$ cat src/rtl/cache_control_if.sv
// cache_control_if: CPU, cache and memory signals of the miss-handling sequencer.
// master = controller side, slave = CPU/cache/memory side.
// Tag width is MEM_ADDR_W-10; the index is always the low 10 address bits.
interface cache_control_if #(
  parameter int MEM_ADDR_W = 30
);
  // CPU load/store port
  logic                  cpu_valid;
  logic                  cpu_we;
  logic [MEM_ADDR_W-1:0] cpu_addr;
  logic [31:0]           cpu_wdata;
  logic                  cpu_ready;
  logic                  cpu_done;
  logic [31:0]           cpu_rdata;
  logic                  cpu_err;
  // cache command/response port
  logic [MEM_ADDR_W-1:0] c_addr;
  logic [31:0]           c_wdata;
  logic                  c_rd;
  logic                  c_wr;
  logic                  c_sub;
  logic [31:0]           c_sub_data;
  logic [31:0]           c_rdata;
  logic                  c_r_hit;
  logic                  c_r_miss;
  logic                  c_w_hit;
  logic                  c_w_miss;
  logic                  c_dirty;
  logic [31:0]           c_wb_data;
  logic [MEM_ADDR_W-11:0] c_wb_tag;
  logic                  c_sub_fin;
  // external memory port
  logic                  mem_req;
  logic                  mem_we;
  logic [MEM_ADDR_W-1:0] mem_addr;
  logic [31:0]           mem_wdata;
  logic [31:0]           mem_rdata;
  logic                  mem_ack;

  modport master (
    input  cpu_valid, cpu_we, cpu_addr, cpu_wdata,
    output cpu_ready, cpu_done, cpu_rdata, cpu_err,
    output c_addr, c_wdata, c_rd, c_wr, c_sub, c_sub_data,
    input  c_rdata, c_r_hit, c_r_miss, c_w_hit, c_w_miss,
    input  c_dirty, c_wb_data, c_wb_tag, c_sub_fin,
    output mem_req, mem_we, mem_addr, mem_wdata,
    input  mem_rdata, mem_ack
  );

  modport slave (
    output cpu_valid, cpu_we, cpu_addr, cpu_wdata,
    input  cpu_ready, cpu_done, cpu_rdata, cpu_err,
    input  c_addr, c_wdata, c_rd, c_wr, c_sub, c_sub_data,
    output c_rdata, c_r_hit, c_r_miss, c_w_hit, c_w_miss,
    output c_dirty, c_wb_data, c_wb_tag, c_sub_fin,
    input  mem_req, mem_we, mem_addr, mem_wdata,
    output mem_rdata, mem_ack
  );
endinterface

$ cat src/rtl/cache_control.sv
// cache_control: one-at-a-time miss sequencer (lookup, write-back, fill, substitute, replay).
// Latency: load hit 2 cycles, store hit 3; misses add WB/FILL memory waits plus SUB/SUBW and replay.
// Backpressure: cpu_ready only in IDLE; WB/FILL hold mem_req until mem_ack. CACHE_CTRL_STATS_EN adds hit/miss/wb counters.
module cache_control #(
  parameter int MEM_ADDR_W = 30
) (
  input  logic                 clk,
  input  logic                 rst_n,
  cache_control_if.master      bus
`ifdef CACHE_CTRL_STATS_EN
  ,
  output logic [31:0]          stat_hit,
  output logic [31:0]          stat_miss,
  output logic [31:0]          stat_wb
`endif
);

  localparam int TAG_W = MEM_ADDR_W - 10;

  typedef enum logic [3:0] {
    IDLE, LOOKUP, WCHK, MISS, WB, FILL, SUB, SUBW, DONE
  } state_t;

  state_t                state, state_n;
  logic [MEM_ADDR_W-1:0] req_addr;
  logic                  req_we;
  logic [31:0]           req_wdata;
  logic                  replay;
  logic                  err;
  logic [31:0]           vic_data;
  logic [TAG_W-1:0]      vic_tag;
  logic [31:0]           fill_data;
  logic [31:0]           rdata_q;

  // Registered request/victim/fill values feed the buses directly.
  assign bus.c_addr     = req_addr;
  assign bus.c_wdata    = req_wdata;
  assign bus.c_sub_data = fill_data;
  assign bus.cpu_rdata  = rdata_q;

  // State register; reset aborts any transaction and drops every strobe at once.
  always_ff @(posedge clk or negedge rst_n) begin
    if (!rst_n) state <= IDLE;
    else        state <= state_n;
  end

  // Next-state decode and state-decoded strobes.
  always_comb begin
    state_n       = state;
    bus.cpu_ready = 1'b0;
    bus.cpu_done  = 1'b0;
    bus.cpu_err   = 1'b0;
    bus.c_rd      = 1'b0;
    bus.c_wr      = 1'b0;
    bus.c_sub     = 1'b0;
    bus.mem_req   = 1'b0;
    bus.mem_we    = 1'b0;
    bus.mem_addr  = '0;
    bus.mem_wdata = '0;
    case (state)
      IDLE: begin
        bus.cpu_ready = 1'b1;
        if (bus.cpu_valid) state_n = LOOKUP;
      end
      LOOKUP: begin
        if (req_we) begin
          bus.c_wr = 1'b1;
          state_n  = WCHK;
        end else begin
          bus.c_rd = 1'b1;
          // Neither hit nor miss is an illegal cache answer: keep asking.
          if (bus.c_r_hit)       state_n = DONE;
          else if (bus.c_r_miss) state_n = MISS;
        end
      end
      WCHK: begin
        if (bus.c_w_hit)       state_n = DONE;
        else if (bus.c_w_miss) state_n = MISS;
      end
      MISS: begin
        if (replay)           state_n = DONE;
        else if (bus.c_dirty) state_n = WB;
        else                  state_n = FILL;
      end
      WB: begin
        bus.mem_req   = 1'b1;
        bus.mem_we    = 1'b1;
        bus.mem_addr  = {vic_tag, req_addr[9:0]};
        bus.mem_wdata = vic_data;
        if (bus.mem_ack) state_n = FILL;
      end
      FILL: begin
        bus.mem_req  = 1'b1;
        bus.mem_addr = req_addr;
        if (bus.mem_ack) state_n = SUB;
      end
      SUB: begin
        bus.c_sub = 1'b1;
        state_n   = SUBW;
      end
      SUBW: begin
        if (bus.c_sub_fin) state_n = LOOKUP;
      end
      DONE: begin
        bus.cpu_done = 1'b1;
        bus.cpu_err  = err;
        state_n      = IDLE;
      end
      default: state_n = IDLE;
    endcase
  end

  // Request, victim, fill and result registers plus the replay/error flags.
  always_ff @(posedge clk or negedge rst_n) begin
    if (!rst_n) begin
      req_addr  <= '0;
      req_we    <= 1'b0;
      req_wdata <= '0;
      replay    <= 1'b0;
      err       <= 1'b0;
      vic_data  <= '0;
      vic_tag   <= '0;
      fill_data <= '0;
      rdata_q   <= '0;
    end else begin
      case (state)
        IDLE: if (bus.cpu_valid) begin
          req_addr  <= bus.cpu_addr;
          req_we    <= bus.cpu_we;
          req_wdata <= bus.cpu_wdata;
          replay    <= 1'b0;
        end
        LOOKUP: if (!req_we && bus.c_r_hit) rdata_q <= bus.c_rdata;
        // Victim is captured here, before c_sub can overwrite the line.
        MISS: begin
          if (replay) err <= 1'b1;
          else begin
            vic_data <= bus.c_wb_data;
            vic_tag  <= bus.c_wb_tag;
          end
        end
        FILL: if (bus.mem_ack) fill_data <= bus.mem_rdata;
        SUBW: if (bus.c_sub_fin) replay <= 1'b1;
        DONE: err <= 1'b0;
        default: ;
      endcase
    end
  end

`ifdef CACHE_CTRL_STATS_EN
  // First-pass hits, first-pass misses and completed write-backs; all wrap.
  always_ff @(posedge clk or negedge rst_n) begin
    if (!rst_n) begin
      stat_hit  <= '0;
      stat_miss <= '0;
      stat_wb   <= '0;
    end else begin
      if (!replay && ((state == LOOKUP && !req_we && bus.c_r_hit) ||
                      (state == WCHK && bus.c_w_hit)))
        stat_hit <= stat_hit + 32'd1;
      if (!replay && state != MISS && state_n == MISS)
        stat_miss <= stat_miss + 32'd1;
      if (state == WB && bus.mem_ack)
        stat_wb <= stat_wb + 32'd1;
    end
  end
`endif

endmodule

$ cat src/flat_wrapper.sv
// flat-port wrapper written by rule: the top's interface ports become plain ports
module cache_control_flat 
#(
  parameter int MEM_ADDR_W = 30
)
  (clk, rst_n, bus_cpu_valid, bus_cpu_we, bus_cpu_addr, bus_cpu_wdata, bus_cpu_ready, bus_cpu_done, bus_cpu_rdata, bus_cpu_err, bus_c_addr, bus_c_wdata, bus_c_rd, bus_c_wr, bus_c_sub, bus_c_sub_data, bus_c_rdata, bus_c_r_hit, bus_c_r_miss, bus_c_w_hit, bus_c_w_miss, bus_c_dirty, bus_c_wb_data, bus_c_wb_tag, bus_c_sub_fin, bus_mem_req, bus_mem_we, bus_mem_addr, bus_mem_wdata, bus_mem_rdata, bus_mem_ack);
  cache_control_if #(.MEM_ADDR_W(MEM_ADDR_W)) bus_i ();
  input  logic clk;
  input  logic rst_n;
  input wire logic [$bits(bus_i.cpu_valid)-1:0] bus_cpu_valid;
  input wire logic [$bits(bus_i.cpu_we)-1:0] bus_cpu_we;
  input wire logic [$bits(bus_i.cpu_addr)-1:0] bus_cpu_addr;
  input wire logic [$bits(bus_i.cpu_wdata)-1:0] bus_cpu_wdata;
  output wire logic [$bits(bus_i.cpu_ready)-1:0] bus_cpu_ready;
  output wire logic [$bits(bus_i.cpu_done)-1:0] bus_cpu_done;
  output wire logic [$bits(bus_i.cpu_rdata)-1:0] bus_cpu_rdata;
  output wire logic [$bits(bus_i.cpu_err)-1:0] bus_cpu_err;
  output wire logic [$bits(bus_i.c_addr)-1:0] bus_c_addr;
  output wire logic [$bits(bus_i.c_wdata)-1:0] bus_c_wdata;
  output wire logic [$bits(bus_i.c_rd)-1:0] bus_c_rd;
  output wire logic [$bits(bus_i.c_wr)-1:0] bus_c_wr;
  output wire logic [$bits(bus_i.c_sub)-1:0] bus_c_sub;
  output wire logic [$bits(bus_i.c_sub_data)-1:0] bus_c_sub_data;
  input wire logic [$bits(bus_i.c_rdata)-1:0] bus_c_rdata;
  input wire logic [$bits(bus_i.c_r_hit)-1:0] bus_c_r_hit;
  input wire logic [$bits(bus_i.c_r_miss)-1:0] bus_c_r_miss;
  input wire logic [$bits(bus_i.c_w_hit)-1:0] bus_c_w_hit;
  input wire logic [$bits(bus_i.c_w_miss)-1:0] bus_c_w_miss;
  input wire logic [$bits(bus_i.c_dirty)-1:0] bus_c_dirty;
  input wire logic [$bits(bus_i.c_wb_data)-1:0] bus_c_wb_data;
  input wire logic [$bits(bus_i.c_wb_tag)-1:0] bus_c_wb_tag;
  input wire logic [$bits(bus_i.c_sub_fin)-1:0] bus_c_sub_fin;
  output wire logic [$bits(bus_i.mem_req)-1:0] bus_mem_req;
  output wire logic [$bits(bus_i.mem_we)-1:0] bus_mem_we;
  output wire logic [$bits(bus_i.mem_addr)-1:0] bus_mem_addr;
  output wire logic [$bits(bus_i.mem_wdata)-1:0] bus_mem_wdata;
  input wire logic [$bits(bus_i.mem_rdata)-1:0] bus_mem_rdata;
  input wire logic [$bits(bus_i.mem_ack)-1:0] bus_mem_ack;
  assign bus_i.cpu_valid = bus_cpu_valid;
  assign bus_i.cpu_we = bus_cpu_we;
  assign bus_i.cpu_addr = bus_cpu_addr;
  assign bus_i.cpu_wdata = bus_cpu_wdata;
  assign bus_cpu_ready = bus_i.cpu_ready;
  assign bus_cpu_done = bus_i.cpu_done;
  assign bus_cpu_rdata = bus_i.cpu_rdata;
  assign bus_cpu_err = bus_i.cpu_err;
  assign bus_c_addr = bus_i.c_addr;
  assign bus_c_wdata = bus_i.c_wdata;
  assign bus_c_rd = bus_i.c_rd;
  assign bus_c_wr = bus_i.c_wr;
  assign bus_c_sub = bus_i.c_sub;
  assign bus_c_sub_data = bus_i.c_sub_data;
  assign bus_i.c_rdata = bus_c_rdata;
  assign bus_i.c_r_hit = bus_c_r_hit;
  assign bus_i.c_r_miss = bus_c_r_miss;
  assign bus_i.c_w_hit = bus_c_w_hit;
  assign bus_i.c_w_miss = bus_c_w_miss;
  assign bus_i.c_dirty = bus_c_dirty;
  assign bus_i.c_wb_data = bus_c_wb_data;
  assign bus_i.c_wb_tag = bus_c_wb_tag;
  assign bus_i.c_sub_fin = bus_c_sub_fin;
  assign bus_mem_req = bus_i.mem_req;
  assign bus_mem_we = bus_i.mem_we;
  assign bus_mem_addr = bus_i.mem_addr;
  assign bus_mem_wdata = bus_i.mem_wdata;
  assign bus_i.mem_rdata = bus_mem_rdata;
  assign bus_i.mem_ack = bus_mem_ack;
  cache_control #(.MEM_ADDR_W(MEM_ADDR_W)) u_core (.clk(clk), .rst_n(rst_n), .bus(bus_i));
endmodule
$ cat config.mk
export PLATFORM = sky130hd
export DESIGN_NAME = cache_control_flat
export DESIGN_NICKNAME = d
export VERILOG_FILES = /design/src/rtl/cache_control_if.sv /design/src/rtl/cache_control.sv /design/src/flat_wrapper.sv
export SDC_FILE = /design/constraint.sdc
export NUM_CORES = 1
export LEC_CHECK = 0
export ABC_AREA = 1
export BUFFER_PORTS_ARGS = -buffer_cell sky130_fd_sc_hd__buf_2
export CAP_MARGIN = 30
export CORE_AREA = 2 2 150 152
export DETAILED_ROUTE_END_ITERATION = 6
export DIE_AREA = 0 0 152 154
export PLACE_DENSITY = 0.65
export REMOVE_ABC_BUFFERS = 1
export SYNTH_ARGS = -nofsm -noshare
export SYNTH_HDL_FRONTEND = slang
export SYNTH_SLANG_ARGS = --single-unit
$ cat constraint.sdc
create_clock -name clk -period 1.58 [get_ports clk]
set_input_delay 0.158 -clock clk [delete_from_list [all_inputs] [get_ports clk]]
set_output_delay 0.158 -clock clk [all_outputs]
set_load 0.02 [all_outputs]
==> qor.csv, run 1 <==
stage;metric;value;unit
flow_run;Max-cap violations;0;
logic_synthesis;synthesized instance count;884;
layout;Area growth, synth to finish;82.3;%
logic_synthesis;post-synth top area share;59.6;%
critical_path;crit-path max FO;7;
timing;Tcrit/Tclk final;128;%
global_routing;Tot GR Track Use;23.9;%
worst_hold_path;HP Start;bus_c_wb_data[20];
logic_synthesis;Async S/R FF share, synth;100;%
logic_synthesis;Synth area leaders;dfrtp_1, nand2_1, nand3_1;
drt;drt wl/cell;17.9;µm
logic_synthesis;Seq/Total Area, Yosys;59.6;%
timing;slew margin rel.;70.6;%
pwr;Peak VDD IR;0.910;mV
critical_path;Worst EP required;1.42;ns
drt;via count;8678;
timing;final worst slack;-0.448;ns
clock_network;clk sinks;185;
floorplanning;initial core utilization;35.8;%
critical_path;critical path startpoint category;flop;
outcome;status;finished with violations;
timing;Worst Skew;0.0138;ns
placement;gp weighted congestion;0.860;
global_routing;vias in the first global route;8624;
logic_synthesis;Avg Cell Area, Syn;8.78;µm²
timing;post-route setup TNS;-33.65;ns
critical_path;crit path DAT;1.87;ns
drt;DRT antenna net count;0;
timing;# setup viols final;157;
clock_network;worst skew pair latency;0.43;ns
worst_hold_path;HP Class;in2reg;
placement;HPWL Detailed;17700;µm
floorplanning;Ports;385;
timing;Period minus WS final;2.03;ns
floorplanning;Die X;152;µm
clock_network;TritonCTS buffer count;17;
logic_synthesis;Top FF cell, synth;dfrtp_1;
logic_synthesis;library cells used by synthesis;18;
layout;share of layout cells above drive strength 1;38.2;%
floorplanning;core area;21700;µm²
timing;FMAX;493;MHz
global_routing;largest net degree at the start of global routing;49;
timing;hold slack;0.0269;ns
logic_synthesis;Yosys warning total;0;
clock_network;clk root buf;clkbuf_16;
drt;router iterations before antenna repair;6;
timing;Hold Fails Final Rpt;0;
clock_network;CTS Buffer Depth;2;
floorplanning;Die Ht;154;µm
timing;Slew Viols, Final;0;
critical_path;Crit. Startpoint;u_core.state[2];
logic_synthesis;register bit total from synthesis;185;
global_routing;grt ovf;0;
outcome;failing checks;negative setup slack;
logic_synthesis;Post-synth EDFFs;0;
critical_path;FF-to-FF Start;u_core.state[3];
global_routing;initial antenna violation count;1;
drt;number of remaining DRC errors;0;
global_routing;first-pass GRT wire length;44800;µm
timing;Worst-Margin Slew;0.441;ns
critical_path;Setup CP Type;reg2out;
logic_synthesis;Synth area leader;dfrtp_1;
drt;drt via density;4.83;
floorplanning;die footprint;23400;µm²
pwr;leakage;7.57;nW
critical_path;CP endpoint kind;output port;
clock_network;CTS H-tree lvls;4;
floorplanning;Rows;54;
drt;drt total wl;32200;µm
pwr;Power Density;1800;nW/µm²
clock_network;CTS tree;built;
layout;antenna diode count;0;
placement;Buffers on Ports;384;
layout;Filler cells;1595;
logic_synthesis;Synth Cell Area;7760;µm²
layout;fin nets;1692;
drt;Iteration-0 DRC Markers;500;
clock_network;CTS clk-pin slew, worst paths;0.07;ns
timing;RSZ-0062 raised after global routing;true;
==> where the power goes <==
group	leakage, nW	switching [W]	internal [W]
Sequential	2.26	0.00139	0.00697
Combinational	5.03	0.00776	0.00523
Clock	0.283	0.00203	0.00214
==> state kept, by name (all words and copies together), names as in the netlist <==
register,flops
u_core.bus.c_sub_data,32
u_core.bus.c_wdata,32
u_core.bus.cpu_rdata,32
u_core.vic_data,32
u_core.bus.c_addr,30
u_core.vic_tag,20
u_core.state,4
u_core.err,1
u_core.replay,1
u_core.req_we,1
==> worst paths after layout <==
path | end | slack (ns) | depth (start not counted)
worst max-delay path | bus_mem_wdata[30] | -0.45 | 7
worst min-delay path | u_core.vic_data[20] | 0.03 | 3
worst max register to register | u_core.vic_data[25] | -0.20 | 9
worst min register to register | u_core.bus.c_wdata[1] | 0.47 | 2
max in group asynchronous | u_core.bus.c_addr[22] | 0.76 | 3
min in group asynchronous | u_core.bus.c_sub_data[0] | 0.26 | 2
==> routing by layer <==
layer / vias up / global-route usage, % / wire (µm)
met1: 4151 / 27.4 / 12200
li1: 4014 / - / -
met2: 421 / 42.9 / 16900
met4: 2 / 11.0 / 1280
met3: 90 / 4.76 / 1750
met5: - / 0 / 13
==> cells by family (layout without fill, tap and decap cells) <==
group	after synthesis	count (layout)	share of synthesized area (%)
AO/OA/AOI/OAI	66	66	5.22
multiplexers	20	20	2.90
AND/OR/NAND/NOR	497	497	25.7
buffers and inverters	116	748	6.59
flip-flops	185	185	59.6
==> cell type report <==
cell class              instances  area [µm²]  area share (%)
clock buffers                  19         443            3.13
clock inverters                13         130           0.919
repair buffers                651        5340            37.7
flip-flops and latches        185        4630            32.7
well taps                     280         350            2.48
multi-input cells             583        3000            21.2
inverters                      65         256            1.81
==> metrics by stage <==
| stage | power (W) | instance area [µm²] | cells | worst slack [ns] | utilization [%] |
|---|---|---|---|---|---|
| floorplan | 0.0138 | 7500 | 833 | -1.91 | - |
| global placement | 0.0178 | 10300 | 1536 | 0.0489 | 47.3 |
| detailed placement | 0.0180 | 10300 | 1536 | 0.00938 | 47.3 |
| CTS | 0.0235 | 13200 | 1760 | -0.382 | 60.9 |
| global route | 0.0270 | 14200 | 1796 | -0.533 | 65.3 |
| finish | 0.0255 | 14200 | 1796 | -0.448 | 65.3 |
==> cell usage after synthesis, types with 2 or more instances <==
library cell  number
nand3_1           80
buf_2             22
o21ai_0           13
a21oi_1           33
nor2_2             2
clkbuf_1          21
inv_1             60
buf_6              5
a22o_1            20
nor2_1            93
mux2_1            20
inv_2              5
dfrtp_1          185
nand2_1          319
buf_4              3
==> worst max-delay path, stage by stage, from the launching register on <==
cell     delay (ns)
dfrtp_1        0.46
inv_2          0.09
nor2_4         0.17
nand2_4        0.13
buf_4          0.17
buf_12         0.15
nor2_4         0.14
buf_6          0.15
==> cell usage in the layout (no fill, tap or decap), types with 2 or more instances in the layout <==
cell,netlist,final
nor2_4,1,41
inv_2,5,8
buf_16,0,2
inv_1,60,54
a21oi_1,33,33
clkinv_8,0,2
nand3_1,80,77
mux2_1,20,20
o21ai_0,13,12
nand2_2,0,2
buf_12,0,17
clkbuf_8,0,2
dfrtp_1,185,183
clkinv_4,0,3
buf_4,3,50
buf_2,22,313
nor2_2,2,11
nand3_2,0,2
dlygate4sd3_1,0,178
inv_8,0,3
a22o_1,20,20
dfrtp_2,0,2
nand2_1,319,313
inv_6,0,5
buf_8,0,3
nand2_4,0,4
buf_6,5,74
nor2_1,93,44
clkbuf_16,0,30
inv_4,0,2
==> timing repair <==
action | CTS | global route
pin swaps | 2 | 13
setup endpoints to repair | 70 | 200
hold buffers | 178 | 0
hold endpoints to repair | 216 | 0
cloned | 2 | 17
setup buffers | 12 | 22
gates resized for setup | 159 | 114
(Power assumes the default switching activity.)
==> run 2, diff against run 1 <==
Settings changed: CORE_AREA 2 2 150 152 to 2 2 148 150, DIE_AREA 0 0 152 154 to 0 0 150 152, PLACE_DENSITY 0.65 to 0.69, REMOVE_ABC_BUFFERS 1 to default.
Clock period 1.58 ns to 1.75 ns, I/O delays scaled along.
==> run 2 against run 1 <==
The flow still finishes with violations (negative setup slack). Sequential share of layout area increased by 1.2 points. Critical endpoint is now bus_mem_addr[21]. Worst hold slack lost 0.0084 ns. Clock skew shrank 0.00068 ns. First-iteration DRC count is 12% higher. Core utilization fell by 1.4 points. Clock-buffer cell count unchanged. Global-route usage up 0.23 points.
==> qor.csv, run 2 (synthesized netlist as in run 1, its figures left out) <==
stage;metric;value;unit
outcome;status;finished with violations;
outcome;failing checks;negative setup slack;
placement;dpl ws;0.142;ns
timing;Tcrit/Tclk final;114;%
critical_path;critical path startpoint category;flop;
placement;Inst Count DP;1528;
critical_path;Worst Setup EP;bus_mem_addr[21];
critical_path;crit path DAT;1.82;ns
critical_path;FF-to-FF Start;u_core.state[3];
global_routing;Tot GR Track Use;24.1;%
timing;Worst Skew;0.0131;ns
timing;Slew Viols, Final;0;
layout;Area growth, synth to finish;75.6;%
clock_network;TritonCTS buffer count;17;
placement;gp weighted congestion;0.861;
timing;final worst slack;-0.246;ns
timing;Period minus WS final;2.00;ns
global_routing;vias in the first global route;8425;
drt;router iterations before antenna repair;5;
placement;placed cell areas;10200;µm²
drt;drt wl/cell;18.0;µm
layout;most frequent cells in the layout;nand2_1, buf_2, dfrtp_1, dlygate4sd3_1, nand3_1;
critical_path;Crit. Startpoint;u_core.state[3];
pwr;Power Density;1650;nW/µm²
timing;slew margin rel.;77.3;%
layout;share of layout cells above drive strength 1;36.9;%
floorplanning;Die X;150;µm
critical_path;reg2reg end;u_core.bus.c_wdata[28];
timing;FMAX;501;MHz
placement;Buffers on Ports;384;
floorplanning;die footprint;22800;µm²
clock_network;CTS clk-pin slew, worst paths;0.07;ns
pwr;Peak VDD IR;0.911;mV
floorplanning;Ports;385;
worst_hold_path;HP Class;in2reg;
clock_network;CTS Buffer Depth;2;
timing;hold slack;0.0186;ns
logic_synthesis;Net Count, Synth;1073;
clock_network;worst skew pair latency;0.43;ns
drt;drt via density;4.84;
drt;DRT antenna net count;0;
timing;RSZ-0062 raised after global routing;true;
critical_path;Worst EP required;1.57;ns
layout;Cell Count, Final, Fillers Out;1765;
timing;# setup viols final;145;
layout;final instance area;13600;µm²
timing;Hold Fails Final Rpt;0;
layout;fin nets;1661;
clock_network;clk root buf;clkbuf_16;
drt;Iteration-0 DRC Markers;560;
global_routing;initial antenna violation count;0;
floorplanning;core area;21400;µm²
worst_hold_path;HP Start;bus_c_wb_data[30];
layout;antenna diode count;0;
drt;drt total wl;31700;µm
critical_path;worst reg2reg path depth;10;
critical_path;flop-to-flop setup slack;-0.10;ns
clock_network;clk sinks;185;
critical_path;Setup CP Type;reg2out;
flow_run;Max-cap violations;0;
clock_network;CTS tree;built;
critical_path;crit-path max FO;5;
floorplanning;initial core utilization;36.4;%
clock_network;CTS H-tree lvls;4;
global_routing;largest net degree at the start of global routing;67;
drt;number of remaining DRC errors;0;
global_routing;grt ovf;0;
floorplanning;Rows;54;
pwr;leakage;7.42;nW
placement;HPWL Detailed;17300;µm
worst_hold_path;hold path depth;3;
floorplanning;Die Ht;152;µm
timing;Worst-Margin Slew;0.340;ns
drt;via count;8542;
critical_path;CP endpoint kind;output port;
global_routing;first-pass GRT wire length;43100;µm
==> run 2: changes by cell type in the layout (fill, tap and decap cells not counted), moves of 4 or more <==
cell and change:
buf_4 +9, buf_6 -21, dlygate4sd3_1 -16, inv_1 +4, nor2_1 +13, nor2_2 +8
nor2_4 -21
==> run 2: power breakdown <==
part | total [W] | internal (W) | switching, W
Combinational | 0.0112 | 0.00442 | 0.00678
Sequential | 0.00749 | 0.00629 | 0.00120
Clock | 0.00377 | 0.00193 | 0.00184
==> run 2: layout make-up <==
| class | count | area (µm²) |
|---|---|---|
| tap | 280 | 350 |
| clock buffer | 19 | 443 |
| multi-input combinational | 583 | 2870 |
| inverter | 65 | 254 |
| fill | 1627 | 7710 |
| sequential | 185 | 4630 |
| clock inverter | 13 | 125 |
| timing repair buffer | 620 | 4960 |
==> run 2: routing by layer <==
layer / GRT usage (%) / part of all wire (%) / routed length, µm / vias up
li1: - / - / - / 3944
met1: 27.2 / 37 / 11700 / 4073
met2: 41.6 / 52 / 16400 / 429
met3: 6.58 / 7.6 / 2420 / 96
met4: 12.0 / 3.8 / 1190 / 0
met5: 0 / 0 / 0 / -
==> run 2: stage by stage <==
stage               total power (W)  TNS [ns]  util, %
floorplan                    0.0127         0        -
CTS                          0.0210     -9.81     59.7
global route                 0.0237    -27.86     63.9
detailed placement           0.0162         0     47.6
global placement             0.0160         0     47.6
finish                       0.0225    -13.24     63.9
==> run 2: worst min-delay path by stage <==
stage | end | slack (ns)
after floorplan | u_core.bus.c_addr[0] | -0.12
after global placement | u_core.bus.c_addr[10] | 0.12
after detailed placement | u_core.bus.c_addr[10] | 0.12
after CTS | u_core.vic_data[17] | 0.00006
after global routing | u_core.vic_data[30] | -0.002
final | u_core.vic_data[30] | 0.02
==> run 2: worst max-delay path, cell delays in order (launching register included) <==
cell,delay (ns)
dfrtp_1,0.40
buf_6,0.14
nor2_4,0.13
nand2_4,0.12
inv_8,0.11
clkbuf_16,0.16
a22o_1,0.19
buf_6,0.14
==> run 2: timing repair <==
| item | CTS | global route |
|---|---|---|
| cloned | 5 | 14 |
| pin swaps | 6 | 10 |
| endpoints found under the setup margin | 68 | 218 |
| buffers inserted | 12 | 12 |
| endpoints found under the hold margin | 224 | 0 |
| hold buffers | 162 | 0 |
| gates resized for setup | 66 | 142 |
